`config.mk`:
```
export PLATFORM = sky130hd
export DESIGN_NAME = rob_multi
export DESIGN_NICKNAME = d
export VERILOG_FILES = /design/src/rtl/rob_pkg.sv /design/src/rtl/rob_ptr.sv /design/src/rtl/rob_multi.sv
export SDC_FILE = /design/constraint.sdc
export NUM_CORES = 2
export LEC_CHECK = 0
export BUFFER_PORTS_ARGS = -buffer_cell sky130_fd_sc_hd__buf_2
export CAP_MARGIN = 20
export CORE_ASPECT_RATIO = 0.6
export CORE_MARGIN = 1
export CORE_UTILIZATION = 50
export DETAILED_ROUTE_END_ITERATION = 12
export GPL_TIMING_DRIVEN = 0
export PLACE_DENSITY = 0.67
export SYNTH_ARGS = -nofsm -noshare
export SYNTH_HDL_FRONTEND = slang
export SYNTH_SLANG_ARGS = --single-unit
```
`constraint.sdc`:
```
create_clock -name clk -period 7.9 [get_ports clk]
set_clock_uncertainty 0.1 [all_clocks]
set_input_delay 0.79 -clock clk [delete_from_list [all_inputs] [get_ports clk]]
set_output_delay 0.79 -clock clk [all_outputs]
set_load 0.005 [all_outputs]
```
`src/rtl/rob_pkg.sv`:
```
// rob_pkg: shared entry layout, default sizes and age helper for the reorder buffer
package rob_pkg;
    localparam int XLEN = 32;
    localparam int DEPTH = 16;

    typedef struct packed {
        logic            busy;
        logic            ready;
        logic            taken;
        logic [XLEN-1:0] value;
        logic [4:0]      dest;
        logic            writes;
        logic            is_branch;
        logic            is_store;
        logic            pred_taken;
        logic [XLEN-1:0] pc;
    } rob_entry_t;

    // Distance of an entry index from the head index, modulo the ROB depth.
    function automatic int rob_age(int idx, int head, int depth);
        return (idx - head + depth) % depth;
    endfunction
endpackage

```
`src/rtl/rob_ptr.sv`:
```
// rob_ptr: wrap-bit circular pointer with increment and parallel load
module rob_ptr #(
    parameter int W = 5
) (
    input  logic         clk,
    input  logic         reset,
    input  logic         inc,
    input  logic         load,
    input  logic [W-1:0] load_val,
    output logic [W-1:0] ptr
);
    // Load takes priority over increment.
    always_ff @(posedge clk)
        if (reset) ptr <= '0;
        else if (load) ptr <= load_val;
        else if (inc) ptr <= ptr + W'(1);
endmodule

```
`src/rtl/rob_multi.sv`:
```
// rob_multi: parametrised reorder buffer with multi-port CDB, partial flush and operand queries
module rob_multi
    import rob_pkg::*;
#(
    parameter int XLEN = rob_pkg::XLEN,
    parameter int DEPTH = rob_pkg::DEPTH,
    parameter int CDB_PORTS = 2,
    localparam int TAG_W = $clog2(DEPTH)
) (
    input  logic                      clk,
    input  logic                      reset,
    input  logic                      alloc_valid,
    output logic                      alloc_ready,
    output logic [TAG_W-1:0]          alloc_tag,
    input  logic [4:0]                alloc_dest,
    input  logic                      alloc_writes,
    input  logic                      alloc_is_branch,
    input  logic                      alloc_is_store,
    input  logic                      alloc_pred_taken,
    input  logic [XLEN-1:0]           alloc_pc,
    input  logic [CDB_PORTS-1:0]      cdb_valid,
    input  logic [CDB_PORTS*TAG_W-1:0] cdb_tag,
    input  logic [CDB_PORTS*XLEN-1:0] cdb_value,
    input  logic [CDB_PORTS-1:0]      cdb_taken,
    input  logic [2*TAG_W-1:0]        qry_tag,
    output logic [1:0]                qry_ready,
    output logic [2*XLEN-1:0]         qry_value,
    output logic                      head_valid,
    output logic [TAG_W-1:0]          head_tag,
    output logic [4:0]                head_dest,
    output logic                      head_writes,
    output logic                      head_is_branch,
    output logic                      head_is_store,
    output logic                      head_pred_taken,
    output logic                      head_taken,
    output logic [XLEN-1:0]           head_value,
    output logic [XLEN-1:0]           head_pc,
    input  logic                      commit,
    input  logic                      flush_valid,
    input  logic [TAG_W-1:0]          flush_tag,
    output logic [TAG_W:0]            count
);
    // Same layout as rob_entry_t, but sized by this instance's XLEN.
    typedef struct packed {
        logic            busy;
        logic            ready;
        logic            taken;
        logic [XLEN-1:0] value;
        logic [4:0]      dest;
        logic            writes;
        logic            is_branch;
        logic            is_store;
        logic            pred_taken;
        logic [XLEN-1:0] pc;
    } entry_t;

    entry_t ent [DEPTH];
    entry_t h;
    logic [TAG_W:0] head_ptr, tail_ptr, tail_next;
    logic [TAG_W-1:0] head_idx, tail_idx, fage;
    logic [DEPTH-1:0] sq;
    logic empty, flush_hit, do_alloc, do_commit;

    assign head_idx = head_ptr[TAG_W-1:0];
    assign tail_idx = tail_ptr[TAG_W-1:0];
    assign count = tail_ptr - head_ptr;
    assign empty = count == '0;
    assign alloc_ready = count != (TAG_W+1)'(DEPTH);
    assign alloc_tag = tail_idx;
    assign flush_hit = flush_valid & ent[flush_tag].busy;
    assign fage = TAG_W'(rob_age(int'(flush_tag), int'(head_idx), DEPTH));
    assign tail_next = head_ptr + (TAG_W+1)'(fage) + (TAG_W+1)'(1);
    assign do_alloc = alloc_valid & alloc_ready & ~flush_valid;
    assign do_commit = commit & head_valid;

    rob_ptr #(.W(TAG_W+1)) u_head (
        .clk(clk), .reset(reset), .inc(do_commit), .load(1'b0), .load_val('0), .ptr(head_ptr)
    );
    rob_ptr #(.W(TAG_W+1)) u_tail (
        .clk(clk), .reset(reset), .inc(do_alloc), .load(flush_hit), .load_val(tail_next), .ptr(tail_ptr)
    );

    assign h = empty ? '0 : ent[head_idx];
    assign head_valid = h.busy & h.ready;
    assign head_tag = empty ? '0 : head_idx;
    assign head_dest = h.dest;
    assign head_writes = h.writes;
    assign head_is_branch = h.is_branch;
    assign head_is_store = h.is_store;
    assign head_pred_taken = h.pred_taken;
    assign head_taken = h.taken;
    assign head_value = h.value;
    assign head_pc = h.pc;

    // Mark entries strictly younger than the flushing branch for squash.
    always_comb begin
        sq = '0;
        for (int i = 0; i < DEPTH; i++)
            sq[i] = flush_hit && rob_age(i, int'(head_idx), DEPTH) > int'(fage);
    end

    // Entry updates: CDB writes (lowest port last so it wins), commit, squash, then allocate.
    always_ff @(posedge clk)
        if (reset) ent <= '{default: '0};
        else begin
            for (int p = CDB_PORTS - 1; p >= 0; p--)
                if (cdb_valid[p] && ent[cdb_tag[p*TAG_W +: TAG_W]].busy && !sq[cdb_tag[p*TAG_W +: TAG_W]]) begin
                    ent[cdb_tag[p*TAG_W +: TAG_W]].ready <= 1'b1;
                    ent[cdb_tag[p*TAG_W +: TAG_W]].value <= cdb_value[p*XLEN +: XLEN];
                    ent[cdb_tag[p*TAG_W +: TAG_W]].taken <= cdb_taken[p];
                end
            if (do_commit) ent[head_idx].busy <= 1'b0;
            for (int i = 0; i < DEPTH; i++)
                if (sq[i]) ent[i].busy <= 1'b0;
            if (do_alloc)
                ent[tail_idx] <= '{busy: 1'b1, ready: 1'b0, taken: 1'b0, value: '0,
                                   dest: alloc_dest, writes: alloc_writes, is_branch: alloc_is_branch,
                                   is_store: alloc_is_store, pred_taken: alloc_pred_taken, pc: alloc_pc};
        end

    for (genvar q = 0; q < 2; q++) begin : g_qry
        logic [TAG_W-1:0] t;
        logic hit;
        logic [XLEN-1:0] v;
        assign t = qry_tag[q*TAG_W +: TAG_W];
        // Bypass a same-cycle CDB broadcast; the lowest matching port wins.
        always_comb begin
            hit = 1'b0;
            v = ent[t].value;
            for (int p = CDB_PORTS - 1; p >= 0; p--)
                if (cdb_valid[p] && cdb_tag[p*TAG_W +: TAG_W] == t) begin
                    hit = 1'b1;
                    v = cdb_value[p*XLEN +: XLEN];
                end
        end
        assign qry_ready[q] = ent[t].busy & (ent[t].ready | hit);
        assign qry_value[q*XLEN +: XLEN] = ent[t].busy ? v : '0;
    end
endmodule

```
==> results.sh <==
export IMPL_regToRegEndpoint="ent[653]"
export IMPL_cp_max_fo=13
export IMPL_hpwl_mm=298
export IMPL_antenna_found_initial=43
export IMPL_reg2regPathDepth=13
export IMPL_synth_cell_types=71
export IMPL_status="finished, violations left"
export IMPL_seq_area_um2=24500
export IMPL_crit_buf_inv=4
export IMPL_grt_start_max_net_pins=20
export IMPL_critPathLaunchType="register"
export IMPL_hold_end="ent[708]"
export IMPL_cts_tree="built"
export IMPL_yosysTopAreaCell="dfxtp_1"
export IMPL_cts_resized=0
export IMPL_dieWidth_um=479
export IMPL_rows=104
export IMPL_cts_setup_buffers=0
export IMPL_htree_num_levels=3
export IMPL_leakage_nw=25.6
export IMPL_r2r_setup_slack_ns=-0.34
export IMPL_synth_compound_area_share_pct=14.2
export IMPL_period_share_pct=104
export IMPL_grt_pass1_vias=63030
export IMPL_ios=289
export IMPL_crit_type="reg2reg"
export IMPL_drive_gt1_share_pct=18.1
export IMPL_die_h_um=288
export IMPL_overflow=0
export IMPL_syn_inst=7196
export IMPL_violations="setup timing"
export IMPL_holdWs_ns=0.239
export IMPL_grt_pass1_wl_mm=527
export IMPL_required_ns=8.37
export IMPL_first_pass_iters=10
export IMPL_finalSetupTns_ns=-14.82
export IMPL_drv_slew=0
export IMPL_synth_nets=7379
export IMPL_fin_util_pct=57.6
export IMPL_path_cells="clkdlybuf4s15_1 > inv_1 > fa_1 > ha_1 > o21bai_1 > a211oi_1 > o41ai_1 > o31ai_1 > a31oi_1 > or4_1 > clkbuf_1 > clkbuf_1 > a31oi_1"
export IMPL_insertion_delay_ns=0.79
export IMPL_muxShareOfSynthArea_pct=30.9
export IMPL_ys_flop_type="dfxtp_1"
export IMPL_setup_viol=109
export IMPL_synthXorXnorAreaFrac_pct=0.522
export IMPL_p_per_area_nw_per_um2=184
export IMPL_cp_arrival_ns=8.70
export IMPL_max_freq_ghz=0.121
export IMPL_multi_input_area_um2=40300
export IMPL_core_um2=135000
export IMPL_drt_wirelength_per_cell_um=41.9
export IMPL_final_hold_viol_count=0
export IMPL_slowest_stage="fa_1"
export IMPL_ys_seq_area_share_pct=35.9
export IMPL_slew_headroom_pct=4.00
export IMPL_cts_sinks=1226
export IMPL_io_buffers=175
export IMPL_die_area_um2=138000
export IMPL_cp_slowest_stage_delay_ns=1.01
export IMPL_cap_violations=0
export IMPL_synth_edf_count=0
export IMPL_dp_slack_ns=0.317
export IMPL_synth_fa_ha_area_share_pct=1.04
export IMPL_hp_start="alloc_pc[24]"
export IMPL_tightestPinTransition_ns=1.44
export IMPL_peakVddDrop_v=0.000185
export IMPL_grt_usage_pct=56.1
export IMPL_hold_class="in2reg"
export IMPL_postCtsHoldBufs=0
export IMPL_vias=71651
export IMPL_crit_start="u_head.ptr[1]"
export IMPL_syn_avg_cell_area_um2=9.50
export IMPL_dr_first_iter_drc_count=14398
export IMPL_cts_buffer_depth=3
export IMPL_cpLargestDelayFamily="buffers and inverters"
export IMPL_root_buffer="clkbuf_16"
export IMPL_async_reset_ff_share_pct=0
export IMPL_yosysTopAreaCellShare_pct=35.9
export IMPL_routed_via_density=7.50
export IMPL_gp_congestion=1.10
export IMPL_fin_nets=7795
export IMPL_area_delta_synth_final_pct=13.6
export IMPL_rsz0062_at_grt="no"
export IMPL_endpoint_kind="register"
export IMPL_netlist_area_um2=68400
export IMPL_p_total_mw=14.3
export IMPL_numCtsBuffers=117
export IMPL_routed_wl_mm=400
export IMPL_whs_path_depth=3
export IMPL_drcViolationCount=0
export IMPL_reg2reg_from="u_head.ptr[1]"
export IMPL_path_clk_slew_ns=0.07
export IMPL_final_antenna_net_count=0
export IMPL_final_min_clock_period_ns=8.24
export IMPL_yosys_area_share_simple_pct=12.2
export IMPL_ys_warn_count=0
export IMPL_synth_top_family_by_area="multiplexers"
export IMPL_finalWorstSetupSlack_ns=-0.335
export IMPL_ys_ff_latch=1226
export IMPL_start_util_pct=50.7
export IMPL_n_fill_cell=11926
export IMPL_ys_top_cells_by_area="dfxtp_1 (36%), mux4_2 (24%), nand2_1 (9.0%)"
## synth_stat cells (7+ instances only)
master	count
and3_1	13
nand2b_1	15
nor2_1	191
dfxtp_1	1226
a211oi_1	139
mux4_2	719
a22o_1	34
o21a_1	10
clkbuf_1	711
mux2_4	29
buf_2	45
nand3b_1	8
maj3_1	7
ha_1	45
nor2b_1	86
a31oi_1	135
o21ai_1	9
xor2_1	19
a21oi_1	902
nor3_1	13
mux2i_1	439
o2bb2ai_1	99
o21ai_0	332
inv_1	27
buf_1	109
or3_1	7
nand2_1	1636
nand4_1	7
nand3_1	46
xnor2_1	19
## area by class of cell
type / count / area share, %
multi-input cells: 5059 / 51.9
flip-flops and latches: 1226 / 31.6
plain buffers: 881 / 4.56
clock buffers: 180 / 4.49
repair buffers: 297 / 3.64
well taps: 1802 / 2.90
clock inverters: 34 / 0.664
inverters: 30 / 0.145
diodes: 39 / 0.126
## where the power goes
part / internal (mW) / switching [mW] / total (mW)
Clock: 3.28 / 2.86 / 6.14
Combinational: 0.448 / 1.36 / 1.81
Sequential: 6.25 / 0.0624 / 6.31
Total: 9.98 / 4.28 / 14.3
## worst max path at each step
| stage | slack (ns) | cells past startpoint | end |
|---|---|---|---|
| final | -0.34 | 13 | ent[653] |
| after floorplan | 3.47 | 18 | ent[1183] |
| after global routing | 0.03 | 13 | ent[659] |
| after global placement | -1.32 | 8 | qry_value[32] |
| after detailed placement | 0.32 | 15 | ent[587] |
| after CTS | 0.29 | 15 | ent[587] |
## metrics by stage
step           cells  area [um2]
6_report        9548       77700
4_1_cts         9481       77100
5_1_grt         9521       77600
3_3_place_gp    9173       71500
2_1_floorplan   7196       68400
3_5_place_dp    9267       73100
## registers in the layout, summed over array words and instances, names as in the netlist
name / count
u_tail.ptr: 5
ent: 1216
u_head.ptr: 5
## worst register-to-register path: cells and delay by family (launching register included)
family,cells,cell delay (ns)
AND/OR/NAND/NOR,1,0.58
AO/OA/AOI/OAI,6,1.82
flip-flops,1,0.71
buffers and inverters,4,3.33
adder cells (fa/ha/maj),2,1.50
## cells by family (layout without fill, tap and decap cells)
group | count (synthesis) | count (layout)
XOR/XNOR | 39 | 39
other | 0 | 39
buffers and inverters | 911 | 1422
multiplexers | 1197 | 1197
AO/OA/AOI/OAI | 1704 | 1704
flip-flops | 1226 | 1226
adder cells (fa/ha/maj) | 56 | 56
AND/OR/NAND/NOR | 2063 | 2063
## layer usage
metal | global-route usage [%] | share of wire, % | vias to the layer above
li1 | - | - | 26847
met1 | 73.8 | 37 | 35325
met2 | 64.0 | 34 | 7930
met3 | 41.9 | 22 | 1498
met4 | 27.8 | 6.1 | 51
met5 | 7.62 | 0.41 | -
## cells in the final DEF (no fill, tap or decap), drive strengths merged, types with 7 or more instances in the layout
cell type  instances
xor2              19
nand4              7
nand3             46
a211oi           140
a21oi            903
mux2              39
o21ai            341
ha                45
and3              13
nand2b            15
o2bb2ai           99
nand3b             8
maj3               7
mux4             719
clkbuf           895
or3                7
nand2           1636
xnor2             19
diode             39
clkinv            21
o21a              10
buf              461
mux2i            439
nor2b             86
inv               32
a21boi             7
nor3              13
bufinv             7
nor2             191
dfxtp           1226
a22o              34
a31oi            135
Power figures use the tool's default switching activity.
